`src/rtl/glip_uart_pkg.sv`:
```
// Shared constants and types for the GLIP UART host transmit path.
package glip_uart_pkg;

    // Default link escape byte; a command is sent as ESC followed by its code.
    localparam logic [7:0] ESC_DEFAULT = 8'hFE;

    // 8N1 frame: start + 8 data + stop.
    localparam int FRAME_BITS = 10;
    localparam int DATA_BITS  = 8;

    // Serializer state. IDLE is the only state in which new work is accepted.
    typedef enum logic [1:0] {
        IDLE  = 2'd0,
        START = 2'd1,
        DATA  = 2'd2,
        STOP  = 2'd3
    } tx_state_e;

endpackage

```
`src/rtl/glip_uart_host_bitser.sv`:
```
// 8N1 bit serializer: loads one byte, shifts it out LSB-first with each bit
// held DIVISOR cycles, and pulses o_last_bit_done in the final stop-bit cycle
// so a follow-on byte can be loaded with no idle gap.
module glip_uart_host_bitser
    import glip_uart_pkg::*;
#(
    parameter int unsigned DIVISOR = 4
) (
    input  logic       clk,
    input  logic       nreset,
    input  logic       i_load,
    input  logic [7:0] i_byte,
    output logic       o_last_bit_done,
    output logic       o_tx,
    output tx_state_e  o_state
);

    localparam int DIV_W = (DIVISOR > 2) ? $clog2(DIVISOR) : 1;
    localparam logic [DIV_W-1:0] DIV_LAST  = DIV_W'(DIVISOR - 1);
    localparam logic [2:0]       LAST_DATA = 3'(DATA_BITS - 1);

    tx_state_e        r_state;
    logic [DIV_W-1:0] r_div;
    logic [2:0]       r_bit;
    logic [7:0]       r_shift;
    logic             r_tx;
    logic             w_bit_end;

    assign w_bit_end       = (r_div == DIV_LAST);
    assign o_last_bit_done = (r_state == STOP) && w_bit_end;
    assign o_tx            = r_tx;
    assign o_state         = r_state;

    // Frame sequencer: divider, bit index, shift register and line register.
    always_ff @(posedge clk or negedge nreset) begin
        if (!nreset) begin
            r_state <= IDLE;
            r_div   <= '0;
            r_bit   <= '0;
            r_shift <= '0;
            r_tx    <= 1'b1;
        end else begin
            if (r_state == IDLE) begin
                r_div <= '0;
            end else begin
                r_div <= w_bit_end ? '0 : r_div + DIV_W'(1);
            end

            case (r_state)
                IDLE: begin
                    if (i_load) begin
                        r_shift <= i_byte;
                        r_bit   <= '0;
                        r_tx    <= 1'b0;
                        r_state <= START;
                    end
                end
                START: begin
                    if (w_bit_end) begin
                        r_tx    <= r_shift[0];
                        r_shift <= {1'b0, r_shift[7:1]};
                        r_bit   <= '0;
                        r_state <= DATA;
                    end
                end
                DATA: begin
                    if (w_bit_end) begin
                        if (r_bit == LAST_DATA) begin
                            r_tx    <= 1'b1;
                            r_state <= STOP;
                        end else begin
                            r_tx    <= r_shift[0];
                            r_shift <= {1'b0, r_shift[7:1]};
                            r_bit   <= r_bit + 3'd1;
                        end
                    end
                end
                STOP: begin
                    if (w_bit_end) begin
                        // A chained byte starts its start bit right after this stop bit.
                        if (i_load) begin
                            r_shift <= i_byte;
                            r_bit   <= '0;
                            r_tx    <= 1'b0;
                            r_state <= START;
                        end else begin
                            r_state <= IDLE;
                        end
                    end
                end
                default: begin
                    r_state <= IDLE;
                    r_tx    <= 1'b1;
                end
            endcase
        end
    end

endmodule

```
`src/rtl/glip_uart_host_tx.sv`:
```
// Host-side GLIP UART transmitter: escape encoding, credit flow control,
// CTS gating and 8N1 serialization at FREQ_CLK/BAUD.
//
// Handshake: a payload byte transfers in a cycle where in_valid & in_ready;
// a command transfers where cmd_valid & cmd_ready. Both readies are only
// high in IDLE with CTS asserted, and a pending command masks in_ready so
// commands win. Valid may be held across cycles until the transfer happens.
module glip_uart_host_tx
    import glip_uart_pkg::*;
#(
    // Must be overridden by the instantiator; DIVISOR = FREQ_CLK/BAUD must be >= 2.
    parameter int unsigned FREQ_CLK     = 0,
    parameter int unsigned BAUD         = 115200,
    parameter int          CREDIT_WIDTH = 12,
    parameter logic [7:0]  ESC          = ESC_DEFAULT
) (
    input  logic                    clk,
    input  logic                    nreset,
    input  logic [7:0]              in_data,
    input  logic                    in_valid,
    output logic                    in_ready,
    input  logic [7:0]              cmd_code,
    input  logic                    cmd_valid,
    output logic                    cmd_ready,
    input  logic [CREDIT_WIDTH-1:0] credit_add,
    input  logic                    credit_add_valid,
    output logic [CREDIT_WIDTH-1:0] credit,
    output logic                    uart_tx,
    input  logic                    uart_cts_n,
    output logic                    busy,
    output logic                    error
);

    localparam int unsigned DIVISOR = FREQ_CLK / BAUD;

    logic                    r_cts_meta;
    logic                    r_cts_sync;
    logic                    r_pend_valid;
    logic [7:0]              r_pend_byte;
    logic [CREDIT_WIDTH-1:0] r_credit;
    logic                    r_error;

    tx_state_e               w_state;
    logic                    w_last_bit_done;
    logic                    w_cts_ok;
    logic                    w_idle;
    logic                    w_cmd_acc;
    logic                    w_data_acc;
    logic                    w_chain;
    logic                    w_load;
    logic [7:0]              w_load_byte;
    logic [CREDIT_WIDTH:0]   w_credit_sum;

    assign w_cts_ok   = ~r_cts_sync;
    assign w_idle     = (w_state == IDLE);
    assign cmd_ready  = w_idle & w_cts_ok;
    assign in_ready   = w_idle & w_cts_ok & (r_credit != '0) & ~cmd_valid;
    assign w_cmd_acc  = cmd_valid & cmd_ready;
    assign w_data_acc = in_valid & in_ready;
    assign w_chain    = w_last_bit_done & r_pend_valid;
    assign w_load     = w_cmd_acc | w_data_acc | w_chain;

    assign credit = r_credit;
    assign error  = r_error;
    assign busy   = ~w_idle;

    // CTS synchronizer; resets to "not clear" so nothing starts until the device allows it.
    always_ff @(posedge clk or negedge nreset) begin
        if (!nreset) begin
            r_cts_meta <= 1'b1;
            r_cts_sync <= 1'b1;
        end else begin
            r_cts_meta <= uart_cts_n;
            r_cts_sync <= r_cts_meta;
        end
    end

    // Byte handed to the serializer: chained second byte, command escape, or payload.
    always_comb begin
        w_load_byte = in_data;
        if (w_chain) begin
            w_load_byte = r_pend_byte;
        end else if (w_cmd_acc) begin
            w_load_byte = ESC;
        end
    end

    // Second byte of an escape pair, released at the end of the first frame.
    always_ff @(posedge clk or negedge nreset) begin
        if (!nreset) begin
            r_pend_valid <= 1'b0;
            r_pend_byte  <= '0;
        end else if (w_chain) begin
            r_pend_valid <= 1'b0;
        end else if (w_cmd_acc) begin
            r_pend_valid <= 1'b1;
            r_pend_byte  <= cmd_code;
        end else if (w_data_acc && (in_data == ESC)) begin
            r_pend_valid <= 1'b1;
            r_pend_byte  <= ESC;
        end
    end

    // Next credit value with one spare bit to detect overflow; cannot underflow
    // because a payload is only accepted with nonzero credit.
    always_comb begin
        w_credit_sum = {1'b0, r_credit};
        if (credit_add_valid) begin
            w_credit_sum = w_credit_sum + {1'b0, credit_add};
        end
        if (w_data_acc) begin
            w_credit_sum = w_credit_sum - (CREDIT_WIDTH+1)'(1);
        end
    end

    // Credit counter (saturating) and sticky error flag.
    always_ff @(posedge clk or negedge nreset) begin
        if (!nreset) begin
            r_credit <= '0;
            r_error  <= 1'b0;
        end else begin
            r_credit <= w_credit_sum[CREDIT_WIDTH] ? '1 : w_credit_sum[CREDIT_WIDTH-1:0];
            if (w_credit_sum[CREDIT_WIDTH] || (w_cmd_acc && (cmd_code == ESC))) begin
                r_error <= 1'b1;
            end
        end
    end

    glip_uart_host_bitser #(
        .DIVISOR (DIVISOR)
    ) u_bitser (
        .clk             (clk),
        .nreset          (nreset),
        .i_load          (w_load),
        .i_byte          (w_load_byte),
        .o_last_bit_done (w_last_bit_done),
        .o_tx            (uart_tx),
        .o_state         (w_state)
    );

endmodule

```
`config.mk`:
```
export PLATFORM = sky130hd
export DESIGN_NAME = glip_uart_host_tx
export DESIGN_NICKNAME = d
export VERILOG_FILES = /design/src/rtl/glip_uart_pkg.sv /design/src/rtl/glip_uart_host_bitser.sv /design/src/rtl/glip_uart_host_tx.sv
export SDC_FILE = /design/constraint.sdc
export NUM_CORES = 1
export LEC_CHECK = 0
export ABC_AREA = 0
export BUFFER_PORTS_ARGS = -buffer_cell sky130_fd_sc_hd__buf_2
export CORE_ASPECT_RATIO = 1.2
export CORE_MARGIN = 2
export CORE_UTILIZATION = 41
export DETAILED_ROUTE_END_ITERATION = 8
export GPL_TIMING_DRIVEN = 0
export PLACE_DENSITY = 0.63
export RECOVER_POWER = 50
export SYNTH_ARGS = -nofsm -noshare
export SYNTH_HDL_FRONTEND = slang
export SYNTH_SLANG_ARGS = --single-unit
```
`constraint.sdc`:
```
create_clock -name clk -period 3.41 [get_ports clk]
set_input_delay 1.023 -clock clk [delete_from_list [all_inputs] [get_ports clk]]
set_output_delay 1.023 -clock clk [all_outputs]
set_load 0.05 [all_outputs]
```
==> parameters.txt, run 1 <==
Parameter                              Value

Run status
  Status    finished, violations left
  Failing checks    capacitance limit, slew limit

Pwr
  PwrDens    971.7 nW/um^2
  Sequential power share    24.3%
  Internal cell power    1.743 mW
  Total net switching power    1.844 mW
  Proportion of total power due to net switching    51.40%
  Clock network power share    11.1%
  Combinational share of power    64.5%
  Static Leakage    1.537 nW
  VDD IR max    0.5013 mV

Floorplanning
  Initial standard-cell utilization of the core    42.01%
  Number of placed I/O pins    51
  Total number of placement rows    34
  Floorplan die width    82.58 um
  Placeable core region    7232 sq um
  Die area    8117 sq um
  Die Height    98.30 um

Route
  Via-per-instance ratio    5.857
  Remaining antenna violation count after routing    0
  Wire length reported by the detailed router    7.796 mm
  Detailed router's first-iteration violation count    109
  Drt first pass iters    4
  Wirelength per Cell    15.75 um
  DRC violation count after routing    0
  Vias after detailed routing    2899

Timing
  Period Utilization, post-route    98.71%
  Worst-case headroom to the max-slew limit    -44.06%
  Fin. max-slew vios    40
  Final setup violation count    0
  Final hold viol count    0
  Skew final    7.244 ps
  Worst-Margin Slew    2161 ps
  Max frequency    297.1 MHz
  Minimum clock period    3366 ps
  Worst hold slack after final layout    357.1 ps
  Final sum of negative setup slack    0 ps

Yosys
  Warnings, synthesis    0
  EDFF count, synth    0
  Post-Synthesis Cells    345
  Distinct cells, synth    68
  Net count of the mapped netlist    399
  Leading post-synthesis cells by cell area    dfrtp_1, ha_1, nand2_1
  Share of the synthesized area in the top cell type    29.65%
  Area of the mapped netlist    3038 sq um
  Main flop type after synthesis    dfrtp_1
  Mean area per synthesized cell    8.806 sq um
  Library cell with the largest summed area after synthesis    dfrtp_1
  Sequential cell area fraction in the yosys report    32.25%
  Flip-flop and latch count after synthesis    39
  Post-synth ARST share    100.0%

GRT
  GRT Overall Usage    19.83%
  Pin count of the biggest net entering global routing    40
  Remaining Overflow, GRT    0
  Initial antenna violation count    0
  Wire length of the first global-routing pass    12.72 mm
  Via count of the first global-routing pass    2825

Placement
  I/O Buffers    50
  Placed cell count    485
  Total half-perimeter wirelength after legalization and detailed placement    5.819 mm
  Area post-placement    3462 sq um
  Routability-driven placement congestion ratio    0.8319

Cells and area
  Fin util    51.04%
  Commonest non-fill, non-tap cells in the layout    buf_2, dfrtp_1, nand2_1
  Share of cells above drive strength 1    24.69%
  Number of nets at the end of the flow    458
  Cell Count, Final, Fillers Out    495
  Non-Filler Cell Area, Final    3691 sq um
  Area delta synth->final    21.50%
  Antenna diode count    0
  Most common cell after layout, fill and taps aside    buf_2

Setup path
  Setup slack on the worst flop-to-flop path    190 ps
  Slowest cell on the critical path    or3_1
  Largest driver fanout on the critical path    7
  Nature of the critical path startpoint    primary input
  Worst Path Required    3590 ps
  Critical path arrival    3550 ps
  Critical setup path kind    in2reg
  Type of destination of the critical path    register
  Crit-path max cell delay    490 ps
  Crit-path cells    buf_2 > ha_1 > o21ai_0 > nor3_1 > a311oi_2 > o311ai_2 > or3_1 > nor3_4 > buf_12 > mux2_4

Worst hold path
  Class of the tightest hold or removal check    reg2reg

Clock tree
  Clock latency on the worst-skew pair    290 ps
  Total of hold buffers inserted after clock tree synthesis    0
  Maximum clock insertion buffer count    2
  Number of sinks driven by the clock tree    39
  CTS buffer count    5
  Clock tree from TritonCTS    built
  Clock-pin slew on the worst setup and hold paths    80 ps
  H-tree depth reported by CTS    2
  Root Buffer    clkbuf_8

Flow run
  Max capacitance violation total    1
==> path summary, 6_finish.rpt <==
path	from	end	depth (start not counted)
worst max-delay path	credit_add[8]	credit[0]$_DFF_PN0_	10
worst min-delay path	r_cts_meta$_DFF_PN1_	r_cts_sync$_DFF_PN1_	0
worst max register to register	u_bitser.o_state[0]$_DFFE_PN0P_	credit[11]$_DFF_PN0_	9
worst min register to register	r_cts_meta$_DFF_PN1_	r_cts_sync$_DFF_PN1_	0
max in group asynchronous	nreset	u_bitser.r_bit[2]$_DFFE_PN0P_	1
min in group asynchronous	nreset	u_bitser.r_shift[7]$_DFFE_PN0P_	1
==> repair_timing <==
action | CTS | global route
pin swaps | 2 | 2
setup buffers | 2 | 0
endpoints found under the setup margin | 7 | 7
gates resized for setup | 2 | 16
==> power by group through the flow <==
stage               clock network, mW  logic (mW)  registers, mW
floorplan                           0        1.49           1.08
detailed placement                  0        2.19          0.876
global placement                    0        2.16          0.870
finish                          0.400        2.31          0.873
CTS                             0.409        2.22          0.867
global route                    0.431        2.56          0.897
==> cell type report <==
cell class,instances,area [sq um]
repair buffers,52,271.5
clock inverters,2,35.03
multi-input cells,283,2108
inverters,13,48.80
well taps,90,112.6
flip-flops and latches,39,979.7
plain buffers,10,52.55
fillers,711,3541
clock buffers,6,82.58
==> worst max-delay path, delay by kind of cell <==
kind / cells / cell delay [ps]
adder cells (fa/ha/maj): 1 / 350
AND/OR/NAND/NOR: 3 / 820
multiplexers: 1 / 290
AO/OA/AOI/OAI: 3 / 810
buffers and inverters: 2 / 250
==> metal layers <==
metal	track usage [%]	wire length (um)	part of all wire, %
met2	34.31	3879	50
met4	6.557	140	1.8
met5	0	0	0
met3	2.126	438	5.6
met1	25.32	3337	43
==> through the flow <==
step / setup slack (ps) / total power, mW
floorplan: -6.009 / 2.565
global placement: -561.7 / 3.027
detailed placement: -568.5 / 3.070
CTS: 38.28 / 3.499
global route: -26.40 / 3.890
finish: 43.91 / 3.587
==> Yosys cell counts (all sizes together), types with 3 or more instances <==
library cell	number
o21ai	22
a211oi	7
dfrtp	36
nand4	9
a22o	3
a21o	8
dfstp	3
mux2	3
nor4	5
nand3	8
a31oi	7
o22a	7
nor2	26
nand2b	10
nand4b	3
a21oi	22
or3	6
nand3b	4
a311oi	3
ha	19
xnor2	5
inv	13
buf	4
o22ai	8
nand2	36
nor3	8
and3	5
xor2	4
o211ai	4
clkbuf	6
mux2i	8
==> state kept, by name (all words and copies together), names as in the netlist <==
name and flops:
u_bitser.r_div 1, u_bitser.r_bit 3, u_bitser.o_state 2, r_pend_byte 8, error 1, r_pend_valid 1
u_bitser.r_shift 8, u_bitser.o_tx 1, credit 12, r_cts_meta 1, r_cts_sync 1
==> cells by family after synthesis <==
kind of cell / after synthesis / synth area share, %
simple gates: 134 / 24.88
compound gates: 109 / 24.75
flops: 39 / 32.25
buf+inv: 23 / 3.295
fa+ha+maj: 20 / 8.484
mux: 11 / 3.748
xor+xnor: 9 / 2.595
Note: power is estimated with default switching activity, not from simulation.
==> run 2: changes to the inputs <==
--- a/config.mk
+++ b/config.mk
@@ -7,12 +7,14 @@
 export LEC_CHECK = 0
 export ABC_AREA = 0
 export BUFFER_PORTS_ARGS = -buffer_cell sky130_fd_sc_hd__buf_2
+export CELL_PAD_IN_SITES_DETAIL_PLACEMENT = 0
+export CELL_PAD_IN_SITES_GLOBAL_PLACEMENT = 1
 export CORE_ASPECT_RATIO = 1.2
 export CORE_MARGIN = 2
-export CORE_UTILIZATION = 41
+export CORE_UTILIZATION = 39
 export DETAILED_ROUTE_END_ITERATION = 8
 export GPL_TIMING_DRIVEN = 0
-export PLACE_DENSITY = 0.63
+export PLACE_DENSITY = 0.79
 export RECOVER_POWER = 50
 export SYNTH_ARGS = -nofsm -noshare
 export SYNTH_HDL_FRONTEND = slang
==> constraint.sdc (replaced) <==
create_clock -name clk -period 2.85 [get_ports clk]
set_input_delay 0.855 -clock clk [delete_from_list [all_inputs] [get_ports clk]]
set_output_delay 0.855 -clock clk [all_outputs]
set_load 0.05 [all_outputs]
==> run 2 against run 1 <==
Net effect:
- the run ends with setup timing left
- critical path depth grew 1
- combinational power grew 43%
- core utilization grew 3.8 points
==> parameters.txt, run 2 (synthesized netlist as in run 1, its figures left out) <==
Parameter                              Value

Run status
  Status    finished, violations left
  Failing checks    setup timing

Clock tree
  Number of sinks driven by the clock tree    39 (unchanged)
  Clock-pin slew on the worst setup and hold paths    80 ps (about the same)
  Total of hold buffers inserted after clock tree synthesis    0 (unchanged)
  H-tree depth reported by CTS    2 (unchanged)
  Maximum clock insertion buffer count    2 (unchanged)
  CTS buffer count    5 (unchanged)
  Root Buffer    clkbuf_8
  Clock latency on the worst-skew pair    290 ps (about the same)
  Clock tree from TritonCTS    built

Route
  DRC violation count after routing    0 (unchanged)
  Via-per-instance ratio    5.828 (-0.48%)
  Wirelength per Cell    16.41 um (+4.2%)
  Vias after detailed routing    3054 (+5.3%)
  Wire length reported by the detailed router    8.601 mm (+10%)
  Drt first pass iters    4 (unchanged)
  Detailed router's first-iteration violation count    93 (-15%)
  Remaining antenna violation count after routing    0 (unchanged)

Pwr
  PwrDens    1154 nW/um^2 (+19%)
  Combinational share of power    68.7% (+4.2 points)
  Proportion of total power due to net switching    50.36% (-1.0 points)
  Total net switching power    2.428 mW (+32%)
  Static Leakage    1.707 nW (+11%)
  Sequential power share    22.9% (-1.4 points)
  Clock network power share    8.4% (-2.7 points)
  Internal cell power    2.394 mW (+37%)
  VDD IR max    0.6364 mV (+27%)

Setup path
  Critical path arrival    3160 ps (-390 ps)
  Worst Path Required    3020 ps (-570 ps)
  Largest driver fanout on the critical path    3 (-4)
  Nature of the critical path startpoint    primary input
  Type of destination of the critical path    register
  Critical setup path kind    in2reg

GRT
  Wire length of the first global-routing pass    13.81 mm (+8.5%)
  Initial antenna violation count    0 (unchanged)
  GRT Overall Usage    19.99% (+0.16 points)
  Pin count of the biggest net entering global routing    40 (unchanged)
  Remaining Overflow, GRT    0 (unchanged)
  Via count of the first global-routing pass    2900 (+2.7%)

Cells and area
  Fill cell instance count of the final layout    706 (-0.70%)
  Area delta synth->final    37.60%
  Area of combinational cells with multiple inputs    2390 sq um (+13%)
  Flip-flop count of the largest register, all copies and words added    12 (unchanged)
  Commonest non-fill, non-tap cells in the layout    buf_2, dfrtp_1, nand2_1
  Number of nets at the end of the flow    485 (+5.9%)
  Share of cells above drive strength 1    37.50% (+13 points)
  Most common cell after layout, fill and taps aside    buf_2
  Antenna diode count    0 (unchanged)
  Non-Filler Cell Area, Final    4180 sq um (+13%)
  Seq. cell area    980.9 sq um (+0.13%)

Timing
  Final setup violation count    7 (+7)
  Max frequency    334.9 MHz
  Worst-Margin Slew    883.3 ps (-1278 ps)
  PnR worst setup slack    -136.2 ps (-180.1 ps)
  Minimum clock period    2986 ps
  Final hold viol count    0 (unchanged)
  Fin. max-slew vios    0 (-100%)
  RSZ-0062 raised after global routing    true
  Worst-case headroom to the max-slew limit    41.12% (+85 points)
  Skew final    8.678 ps (+1.434 ps)
  Worst hold slack after final layout    356.4 ps (-0.7320 ps)
  Period Utilization, post-route    104.8%

Placement
  Routability-driven placement congestion ratio    0.7961 (-4.3%)
  Post-Place Setup Slack    -996.5 ps (-428.0 ps)
  I/O Buffers    50 (unchanged)
  Total half-perimeter wirelength after legalization and detailed placement    6.065 mm (+4.2%)
  Area post-placement    3517 sq um (+1.6%)

Worst hold path
  Class of the tightest hold or removal check    reg2reg

Floorplanning
  Die Height    100.7 um (+2.4%)
  Initial standard-cell utilization of the core    39.87% (-2.1 points)
  Total number of placement rows    35 (+2.9%)
  Number of placed I/O pins    51 (unchanged)
  Die area    8515 sq um (+4.9%)
  Placeable core region    7620 sq um (+5.4%)
  Floorplan die width    84.57 um (+2.4%)

Flow run
  Max capacitance violation total    0 (-1)
==> run 2: power by group through the flow <==
stage | Clock (mW) | Combinational (mW) | Sequential, mW
after floorplan | 0 | 1.84 | 1.30
after global placement | 0 | 2.66 | 1.05
after detailed placement | 0 | 2.71 | 1.06
after CTS | 0.426 | 3.07 | 1.09
after global routing | 0.448 | 3.63 | 1.13
final | 0.406 | 3.31 | 1.10
==> run 2: worst paths after layout <==
| path | start | endpoint | slack, ps | depth (start not counted) |
|---|---|---|---|---|
| setup / recovery | credit_add[0] | credit[11]$_DFF_PN0_ | -140 | 11 |
| hold / removal | r_cts_meta$_DFF_PN1_ | r_cts_sync$_DFF_PN1_ | 360 | 0 |
| max in group asynchronous | nreset | u_bitser.o_state[0]$_DFFE_PN0P_ | 1560 | 1 |
| setup reg to reg | u_bitser.o_state[0]$_DFFE_PN0P_ | credit[11]$_DFF_PN0_ | -50 | 9 |
| min in group asynchronous | nreset | u_bitser.r_bit[1]$_DFFE_PN0P_ | 680 | 1 |
| hold reg to reg | r_cts_meta$_DFF_PN1_ | r_cts_sync$_DFF_PN1_ | 360 | 0 |
==> run 2: through the flow <==
step / utilization, % / std cells / setup TNS, ps / power, mW
detailed placement: 46.16 / 487 / -9912 / 3.771
CTS: 52.27 / 515 / -186.6 / 4.579
floorplan: - / 345 / -2022 / 3.138
global placement: 46.16 / 487 / -9213 / 3.710
finish: 54.86 / 524 / -463.9 / 4.822
global route: 54.86 / 524 / -2067 / 5.214
==> run 2: metal layers <==
| layer | vias to the layer above | global-route usage (%) | wire length [um] |
|---|---|---|---|
| met4 | 0 | 5.983 | 192 |
| li1 | 1481 | - | - |
| met2 | 89 | 36.22 | 4392 |
| met3 | 15 | 2.621 | 405 |
| met5 | - | 0 | 0 |
| met1 | 1469 | 24.74 | 3611 |
==> run 2: layout make-up <==
type,count,share of cell area [%]
buffer,10,1.257
clock buffer,8,2.394
multi-input combinational,283,57.17
tap,92,2.754
timing repair buffer,79,11.73
sequential,39,23.47
inverter,13,1.227
==> run 2: timing repair <==
item                       4_1_cts  5_1_grt
pin swaps                       19       11
setup endpoints to repair       21       26
buffers inserted                20        9
gates cloned                     0        0
gates resized for setup         38       24
hold endpoints to repair         0        0
==> run 2: critical path, stage by stage <==
cell	delay (ps)
buf_6	70
ha_4	120
inv_2	30
fa_2	380
xnor2_1	150
mux2i_2	300
nand4_4	130
or3_4	410
or3_1	380
a211oi_2	270
a31oi_1	60
==> run 3: changes to the inputs <==
--- a/config.mk
+++ b/config.mk
@@ -14,7 +14,7 @@
 export CORE_UTILIZATION = 39
 export DETAILED_ROUTE_END_ITERATION = 8
 export GPL_TIMING_DRIVEN = 0
-export PLACE_DENSITY = 0.79
+export PLACE_DENSITY = 0.78
 export RECOVER_POWER = 50
 export SYNTH_ARGS = -nofsm -noshare
 export SYNTH_HDL_FRONTEND = slang
==> run 3 against run 2 <==
Net effect:
- the flow finishes with violations (capacitance limit, slew limit, setup timing)
- cell count rose by 1.1%
- global-route usage fell by 0.51 points
- count of clock-buffer cells in the layout fell by 1
- worst setup slack got worse by 64 ps
- critical path type unchanged
- largest power group unchanged
- highest routed layer unchanged
==> parameters.txt, run 3 (synthesized netlist as in run 1, its figures left out) <==
Parameter                              Value

Run status
  Status    finished, violations left
  Failing checks    capacitance limit, slew limit, setup timing

Clock tree
  Clock-pin slew on the worst setup and hold paths    80 ps (about the same)
  Number of sinks driven by the clock tree    39 (unchanged)
  Clock latency on the worst-skew pair    290 ps (about the same)
  H-tree depth reported by CTS    2 (unchanged)
  Root Buffer    clkbuf_8
  Clock tree from TritonCTS    built
  Maximum clock insertion buffer count    2 (unchanged)
  CTS buffer count    5 (unchanged)

Timing
  Minimum clock period    3050 ps (+64.06 ps)
  Worst-case headroom to the max-slew limit    -39.72% (-81 points)
  Final hold viol count    0 (unchanged)
  Period Utilization, post-route    107.0% (+2.2 points)
  Final setup violation count    7 (unchanged)
  PnR worst setup slack    -200.3 ps (-64.06 ps)
  RSZ-0062 raised after global routing    true
  Skew final    7.828 ps (-0.8496 ps)
  Worst-Margin Slew    2096 ps (+1212 ps)
  Fin. max-slew vios    40 (+40)
  Max frequency    327.8 MHz (-2.1%)
  Final sum of negative setup slack    -1098 ps (-633.9 ps)

Pwr
  Tot Pwr    4.836 mW (+0.28%)
  PwrDens    1151 nW/um^2 (-0.26%)
  Static Leakage    1.741 nW (+2.0%)
  VDD IR max    0.6429 mV (+1.0%)

Floorplanning
  Total number of placement rows    35 (unchanged)
  Number of placed I/O pins    51 (unchanged)
  Placeable core region    7620 sq um (unchanged)
  Floorplan die width    84.57 um (unchanged)
  Initial standard-cell utilization of the core    39.87% (unchanged)
  Die area    8515 sq um (unchanged)
  Die Height    100.7 um (unchanged)

Cells and area
  Area delta synth->final    38.34%
  Share of cells above drive strength 1    37.44% (-0.057 points)
  Most common cell after layout, fill and taps aside    buf_2
  Flip-flop count of the largest register, all copies and words added    12 (unchanged)
  Fin util    55.16% (+0.30 points)
  Commonest non-fill, non-tap cells in the layout    buf_2, dfrtp_1, nand2_1
  Number of nets at the end of the flow    491 (+1.2%)
  Antenna diode count    0 (unchanged)

GRT
  Via count of the first global-routing pass    2979 (+2.7%)
  Wire length of the first global-routing pass    13.52 mm (-2.0%)
  Initial antenna violation count    0 (unchanged)
  GRT Overall Usage    19.48% (-0.51 points)
  Pin count of the biggest net entering global routing    40 (unchanged)
  Remaining Overflow, GRT    0 (unchanged)

Route
  Detailed router's first-iteration violation count    129 (+39%)
  Wire length reported by the detailed router    8.695 mm (+1.1%)
  Remaining antenna violation count after routing    0 (unchanged)
  DRC violation count after routing    0 (unchanged)
  Vias after detailed routing    3107 (+1.7%)
  Via-per-instance ratio    5.862 (+0.58%)
  Wirelength per Cell    16.41 um (about the same)
  Drt first pass iters    4 (unchanged)

Setup path
  Largest driver fanout on the critical path    5 (+2)
  Critical path arrival    3230 ps (+70 ps)
  Worst Path Required    3030 ps (about the same)
  Nature of the critical path startpoint    primary input
  Critical setup path kind    in2reg
  Type of destination of the critical path    register

Flow run
  Max capacitance violation total    1 (+1)

Placement
  Total half-perimeter wirelength after legalization and detailed placement    6.012 mm (-0.88%)
  Routability-driven placement congestion ratio    0.8283 (+4.0%)
  I/O Buffers    50 (unchanged)

Worst hold path
  Class of the tightest hold or removal check    reg2reg
==> run 3: path summary, 6_finish.rpt <==
path,from,to,slack (ps),depth (start not counted)
worst max-delay path,credit_add[0],credit[0]$_DFF_PN0_,-200,11
worst min-delay path,r_cts_meta$_DFF_PN1_,r_cts_sync$_DFF_PN1_,360,0
worst max register to register,u_bitser.o_state[1]$_DFFE_PN0P_,credit[11]$_DFF_PN0_,-140,9
worst min register to register,r_cts_meta$_DFF_PN1_,r_cts_sync$_DFF_PN1_,360,0
max in group asynchronous,nreset,r_pend_byte[4]$_DFFE_PN0P_,480,1
min in group asynchronous,nreset,u_bitser.r_bit[1]$_DFFE_PN0P_,1160,1
==> run 3: critical path: stages <==
cell	delay [ps]
buf_6	100
ha_4	150
buf_4	140
a211oi_4	310
o21ai_2	170
a211o_1	370
a211oi_4	360
nand2_2	110
nor3_4	230
buf_12	150
mux2_4	290
==> run 3: power by group <==
group | switching (mW) | internal, mW
sequential | 0.263 | 0.807
combinational | 1.98 | 1.40
clock | 0.190 | 0.195
==> run 3: per-layer routing <==
layer  global-route usage [%]  part of all wire [%]
met5                        0                     0
met4                    5.617                   1.2
met1                    23.98                    43
met2                    35.19                    52
met3                    3.030                   4.2
==> run 3: final cells by class <==
cell class | count | area [sq um]
Inverter | 13 | 48.80
Tap cell | 92 | 115.1
Buffer | 10 | 52.55
Fill cell | 696 | 3417
Timing Repair Buffer | 85 | 560.5
Clock buffer | 7 | 86.33
Clock inverter | 1 | 5.005
Multi-Input combinational cell | 283 | 2355
Sequential cell | 39 | 979.7
==> run 3: repair_timing <==
| item | CTS | global route |
|---|---|---|
| setup endpoints to repair | 21 | 18 |
| buffers inserted | 13 | 22 |
| cloned | 0 | 0 |
| resized for setup | 32 | 26 |
| hold buffers | 0 | 0 |
| pin swaps | 17 | 24 |
==> run 3: through the flow <==
step	worst slack, ps	hold WS, ps	cells	area, sq um
after global routing	-247.6	362.1	530	4203
final	-200.3	356.7	530	4203
after CTS	-108.2	357.8	508	3882
after detailed placement	-1008	347.2	487	3517
after global placement	-965.5	346.5	487	3517
after floorplan	-398.0	345.2	345	3152
